**src/rtl/lsr_pkg.sv**
```systemverilog
// Shared types and the lane shift helper for lane_shift_right_pipe.
package lsr_pkg;

  localparam int LANE_W    = 5;
  localparam int LANES     = 10;
  localparam int SHIFT_W   = 3;
  localparam int MAX_SHIFT = 4;
  localparam int ERRCNT_W  = 8;
  localparam int DATA_W    = LANE_W * LANES;

  typedef logic [LANE_W-1:0] lane_t;
  typedef logic [DATA_W-1:0] word_t;

  typedef struct packed {
    logic  rot;
    logic  err;
    logic  lo;
    lane_t fill;
    word_t word;
  } s1_t;

  typedef struct packed {
    logic  err;
    word_t word;
  } s2_t;

  // Output lane j takes input lane j+n; past the top it wraps (rot) or takes fill.
  // Constant-index selects only, so the mux tree stays shallow and warning-free.
  function automatic word_t lane_shr(input word_t word, input lane_t fill,
                                     input logic [SHIFT_W-1:0] n, input logic rot);
    word_t res;
    lane_t ln;
    res = '0;
    for (int j = 0; j < LANES; j++) begin
      ln = fill;
      for (int k = 0; k < LANES; k++) begin
        if (j + int'(n) == k) ln = word[k*LANE_W +: LANE_W];
        if (rot && (j + int'(n) == k + LANES)) ln = word[k*LANE_W +: LANE_W];
      end
      res[j*LANE_W +: LANE_W] = ln;
    end
    return res;
  endfunction

endpackage

```
**src/rtl/lsr_stage.sv**
```systemverilog
// One valid/ready register slice; loads whenever empty or its downstream is accepting.
module lsr_stage #(
  parameter int W = 8
) (
  input  logic         clk,
  input  logic         rst_n,
  input  logic         up_valid,
  output logic         up_ready,
  input  logic [W-1:0] up_data,
  output logic         dn_valid,
  input  logic         dn_ready,
  output logic [W-1:0] dn_data
);

  logic         v_q, v_d;
  logic [W-1:0] data_q, data_d;
  logic         load;

  always_comb begin
    load   = !v_q || dn_ready;
    v_d    = load ? up_valid : v_q;
    data_d = (load && up_valid) ? up_data : data_q;
  end

  always_ff @(posedge clk or negedge rst_n) begin
    if (!rst_n) begin
      v_q    <= 1'b0;
      data_q <= '0;
    end else begin
      v_q    <= v_d;
      data_q <= data_d;
    end
  end

  assign up_ready = load;
  assign dn_valid = v_q;
  assign dn_data  = data_q;

endmodule

```
**src/rtl/lane_shift_right_pipe.sv**
```systemverilog
// Two-stage lane right shifter (coarse even shift, then fine 1-lane shift) with error counter.
// Optional rotate mode and in_rot port enabled by defining LSR_ROTATE_EN.
module lane_shift_right_pipe #(
  parameter int LANE_W    = lsr_pkg::LANE_W,
  parameter int LANES     = lsr_pkg::LANES,
  parameter int SHIFT_W   = lsr_pkg::SHIFT_W,
  parameter int MAX_SHIFT = lsr_pkg::MAX_SHIFT,
  parameter int ERRCNT_W  = lsr_pkg::ERRCNT_W
) (
  input  logic                     clk,
  input  logic                     rst_n,
  input  logic                     in_valid,
  output logic                     in_ready,
  input  logic [LANES*LANE_W-1:0]  in_data,
  input  logic [SHIFT_W-1:0]       in_shift,
  input  logic [LANE_W-1:0]        in_fill,
`ifdef LSR_ROTATE_EN
  input  logic                     in_rot,
`endif
  output logic                     out_valid,
  input  logic                     out_ready,
  output logic [LANES*LANE_W-1:0]  out_data,
  output logic                     out_err,
  output logic [ERRCNT_W-1:0]      err_cnt
);
  import lsr_pkg::*;

  logic                rot_i;
  logic                legal;
  logic [SHIFT_W-1:0]  coarse_n;
  s1_t                 s1_in, s1_out;
  s2_t                 s2_in, s2_out;
  logic                s1_v, s1_dn_ready;
  logic [ERRCNT_W-1:0] err_cnt_q, err_cnt_d;

`ifdef LSR_ROTATE_EN
  assign rot_i = in_rot;
`else
  assign rot_i = 1'b0;
`endif

  // Illegal shifts become an all-fill word up front with lo cleared, so S2 passes it untouched.
  always_comb begin
    legal      = (in_shift <= SHIFT_W'(MAX_SHIFT));
    coarse_n   = in_shift & ~SHIFT_W'(1);
    s1_in.rot  = rot_i;
    s1_in.err  = !legal;
    s1_in.lo   = legal & in_shift[0];
    s1_in.fill = in_fill;
    s1_in.word = legal ? lane_shr(in_data, in_fill, coarse_n, rot_i) : {LANES{in_fill}};
  end

  always_comb begin
    s2_in.err  = s1_out.err;
    s2_in.word = lane_shr(s1_out.word, s1_out.fill, {{(SHIFT_W-1){1'b0}}, s1_out.lo}, s1_out.rot);
  end

  lsr_stage #(.W($bits(s1_t))) u_s1 (
    .clk      (clk),
    .rst_n    (rst_n),
    .up_valid (in_valid),
    .up_ready (in_ready),
    .up_data  (s1_in),
    .dn_valid (s1_v),
    .dn_ready (s1_dn_ready),
    .dn_data  (s1_out)
  );

  lsr_stage #(.W($bits(s2_t))) u_s2 (
    .clk      (clk),
    .rst_n    (rst_n),
    .up_valid (s1_v),
    .up_ready (s1_dn_ready),
    .up_data  (s2_in),
    .dn_valid (out_valid),
    .dn_ready (out_ready),
    .dn_data  (s2_out)
  );

  // Counted as the word leaves S1; saturates at all-ones.
  always_comb begin
    err_cnt_d = err_cnt_q;
    if (s1_v && s1_dn_ready && s1_out.err && !(&err_cnt_q))
      err_cnt_d = err_cnt_q + 1'b1;
  end

  always_ff @(posedge clk or negedge rst_n) begin
    if (!rst_n) err_cnt_q <= '0;
    else        err_cnt_q <= err_cnt_d;
  end

  assign out_data = s2_out.word;
  assign out_err  = s2_out.err;
  assign err_cnt  = err_cnt_q;

endmodule
```
**config.mk**
```make
export PLATFORM = sky130hd
export DESIGN_NAME = lane_shift_right_pipe
export DESIGN_NICKNAME = d
export VERILOG_FILES = /design/src/rtl/lsr_pkg.sv /design/src/rtl/lsr_stage.sv /design/src/rtl/lane_shift_right_pipe.sv
export SDC_FILE = /design/constraint.sdc
export NUM_CORES = 1
export LEC_CHECK = 0
export ABC_AREA = 1
export BUFFER_PORTS_ARGS = -buffer_cell sky130_fd_sc_hd__buf_2
export CAP_MARGIN = 20
export CORE_MARGIN = 5
export CORE_UTILIZATION = 38
export CTS_CLUSTER_SIZE = 12
export DETAILED_ROUTE_END_ITERATION = 10
export GPL_ROUTABILITY_DRIVEN = 1
export PLACE_DENSITY = 0.7
export SYNTH_ARGS = -nofsm -noshare
export SYNTH_HDL_FRONTEND = slang
export SYNTH_SLANG_ARGS = --single-unit
export TNS_END_PERCENT = 5
```
**constraint.sdc**
```tcl
create_clock -name clk -period 1.55 [get_ports clk]
set_input_delay 0.0775 -clock clk [delete_from_list [all_inputs] [get_ports clk]]
set_output_delay 0.0775 -clock clk [all_outputs]
set_load 0.005 [all_outputs]
```
==> run summary <==
Max Transition Viols Final -> 0
Hold Crit Start -> in_data[15]
CP endpoint kind -> flip-flop
clk_skew -> 7.32 ps
most used cell, CP -> nand3_1
grt ovf -> 0
setup ws final -> 157 ps
clk sink count -> 118
syn nets -> 902
layout cells sized above 1 -> 20.6%
period utilization -> 89.9%
RePlAce Congestion -> 0.912
Fill cells -> 1599
Via-to-Cell Ratio -> 5.05
Yosys warnings -> 0
Reg-to-Reg Start -> u_s1.dn_valid
Int Pwr -> 7640 uW
Required @ worst endpoint -> 1890 ps
antenna violations before repair -> 0
Flop pwr share -> 39.5%
Reg clk slew, reported paths -> 50 ps
Setup Viol. Count Final -> 0
setup total negative slack -> 0 ps
sequential area share after synthesis -> 48.0%
chip height -> 137 um
CP Max Fanout -> 35
dpl cells -> 1156
final wirelength -> 17900 um
Slew @ Worst Pin -> 515 ps
worst path cell trace -> nand3_1, nand2_2, buf_12, nor2_2, nand3_1, nand2_1
Multi-input gate area -> 2790 um^2
Synth Cell Area -> 6150 um^2
Cell Rows -> 46
max incr delay on CP -> 400 ps
Post-route DRC -> 0
global-route wire length before repair -> 29400 um
slew margin rel. -> 65.6%
Net Switching -> 3560 uW
Hold Violations, Final -> 0
initial drt markers -> 521
fin area -> 7760 um^2
via count -> 6045
die width -> 137 um
max cap viols -> 0
unrepaired setup endpoints after global routing -> no
Yosys cell types -> 30
Setup crit start -> u_s1.dn_valid
fin crit period -> 1390 ps
Clock Power Share -> 36.0%
CP startpoint kind -> flip-flop
Leak -> 0.00386 uW
vias in the first global route -> 5845
CTS Buf Count -> 17
CTS tree -> built
CP Data Arrival Time -> 1740 ps
Placed Area -> 7060 um^2
Post-Synthesis Cells -> 839
core area -> 15900 um^2
Ports -> 123
Sw Ratio -> 31.8%
Crit Path Category -> reg2reg
Layout Cells excl Fill -> 1196
antenna-violating nets left -> 0
All-Layer GR Usage -> 19.8%
status -> completed
Die Footprint -> 18800 um^2
Seq. cell area -> 2950 um^2
postcts setup bufs -> 0
Power per Cell Area -> 1440 nW/um^2
Initial Utilization -> 38.7%
VDD IR-drop max -> 0.794 mV
I/O Buffers -> 122
DP Worst Slack -> 50.8 ps
Worst path slowest cell -> dfrtp_1
part of the power in combinational logic -> 24.5%
number of diodes -> 0
largest net degree at the start of global routing -> 64
Skew-Pair Late Insertion Delay -> 410 ps
H-tree Lvls -> 4
Worst Hold Class -> in2reg
CTS Buffer Depth -> 2
drt wl/cell -> 15.0 um
DP HPWL -> 13500 um
fin nets -> 1030
DRT Pass-1 Iters -> 6
flops & latches, synth -> 118
Syn-to-layout area delta -> 26.2%
Clock Tree Root -> clkbuf_16
Syn Area/Cell -> 7.33 um^2
Peak Freq -> 718 MHz
## critical path, delay by kind of cell (launching register included)
kind / cells / cell delay [ps]
AND/OR/NAND/NOR: 5 / 730
flip-flops: 1 / 400
buffers and inverters: 1 / 180
## state kept, by name, summed over array words and instances, names as in the netlist
name and cells:
err_cnt 8, u_s1.dn_data 57, u_s1.dn_valid 1, u_s2.dn_data 51, u_s2.dn_valid 1
## stage by stage
step	util [%]	hold WS (ps)	power [uW]
after CTS	48.8	15.0	11300
after detailed placement	44.4	-7.02	7240
final	48.8	29.0	11200
after floorplan	-	-218	5900
after global routing	48.8	53.4	11900
after global placement	44.4	-4.69	7180
## routing by layer
layer	up-vias	track usage, %	wire, um
met1	2814	26.8	7820
met3	46	4.35	1290
li1	2955	-	-
met5	-	0	0
met2	230	31.0	8340
met4	0	8.20	483
## final timing paths
kind                            slack (ps)               end  cells after the start
max in group asynchronous              860  u_s1.dn_data[39]                      3
min in group asynchronous              110  u_s2.dn_data[43]                      2
worst max-delay path                   160  u_s1.dn_data[26]                      6
worst min-delay path                    30   u_s1.dn_data[5]                      5
worst min register to register         480   u_s1.dn_data[3]                      2
worst max register to register         160  u_s1.dn_data[26]                      6
## power groups by stage
stage	Sequential (uW)	Clock [uW]	Combinational, uW
2_1_floorplan	4430	0	1470
3_3_place_gp	4450	0	2730
3_5_place_dp	4480	0	2760
4_1_cts	4440	4090	2790
5_1_grt	4540	4240	3130
6_report	4430	4030	2740
## cell usage in the layout (no fill, tap or decap), types with 2 or more instances in the layout
| cell type | Yosys | final |
|---|---|---|
| buf_4 | 9 | 19 |
| nand3_1 | 35 | 34 |
| o21ai_0 | 39 | 39 |
| nand2_1 | 360 | 359 |
| nand2_2 | 8 | 9 |
| a31oi_1 | 50 | 50 |
| o21ai_1 | 3 | 3 |
| xor2_1 | 2 | 2 |
| a21oi_1 | 17 | 16 |
| clkinvlp_4 | 0 | 5 |
| buf_2 | 16 | 121 |
| nor2_1 | 107 | 107 |
| nor2_2 | 2 | 2 |
| inv_2 | 2 | 3 |
| nor2_4 | 2 | 2 |
| clkinv_2 | 0 | 2 |
| dlygate4sd3_1 | 0 | 8 |
| buf_12 | 0 | 9 |
| inv_6 | 0 | 3 |
| clkbuf_16 | 0 | 17 |
| o211ai_1 | 10 | 10 |
| bufinv_16 | 0 | 3 |
| inv_1 | 28 | 27 |
| dfrtp_1 | 118 | 118 |
## logic make-up (layout without fill, tap and decap cells)
| kind of cell | Yosys count | count (layout) | share of synthesized area [%] |
|---|---|---|---|
| buffers and inverters | 80 | 221 | 6.76 |
| xor gates and xnor gates | 3 | 3 | 0.427 |
| and+or+nand+nor | 518 | 518 | 33.5 |
| DFF | 118 | 118 | 48.0 |
| AOI/OAI and AO/OA | 119 | 119 | 11.1 |
| adders and majority gates | 1 | 1 | 0.203 |
## layout make-up
| class | instances | area share, % |
|---|---|---|
| Timing Repair Buffer | 157 | 13.0 |
| Clock buffer | 18 | 5.66 |
| Clock inverter | 14 | 2.23 |
| Inverter | 32 | 1.58 |
| Tap cell | 216 | 3.48 |
| Multi-Input combinational cell | 641 | 36.0 |
| Sequential cell | 118 | 38.1 |
## Yosys cell counts
| cell | number | area share [%] |
|---|---|---|
| o21ai_1 | 3 | 0.24 |
| xnor2_1 | 1 | 0.14 |
| buf_2 | 16 | 1.3 |
| nand3_1 | 35 | 2.8 |
| nand2_4 | 1 | 0.18 |
| nor2_2 | 2 | 0.20 |
| o211ai_1 | 10 | 1.2 |
| nand2_1 | 360 | 22 |
| buf_4 | 9 | 1.1 |
| inv_1 | 28 | 1.7 |
| nor2_4 | 2 | 0.37 |
| nor2_8 | 1 | 0.33 |
| o21ai_0 | 39 | 3.2 |
| buf_1 | 1 | 0.061 |
| clkbuf_2 | 2 | 0.16 |
| a31oi_1 | 50 | 5.1 |
| nand2_2 | 8 | 0.81 |
| nand4_1 | 1 | 0.10 |
| dfrtp_1 | 118 | 48 |
| buf_6 | 6 | 1.1 |
| ha_1 | 1 | 0.20 |
| nor2_1 | 107 | 6.5 |
| inv_4 | 1 | 0.10 |
| nand3b_1 | 1 | 0.12 |
| clkbuf_1 | 13 | 0.79 |
| buf_8 | 1 | 0.24 |
| clkinv_1 | 1 | 0.061 |
| xor2_1 | 2 | 0.28 |
| inv_2 | 2 | 0.12 |
| a21oi_1 | 17 | 1.4 |
## repair_timing
action / CTS / global route
endpoints found under the setup margin: 0 / 8
gates resized for setup: 0 / 2
hold endpoints to repair: 125 / 0
hold buffers: 8 / 0
Power figures use the tool's default switching activity.
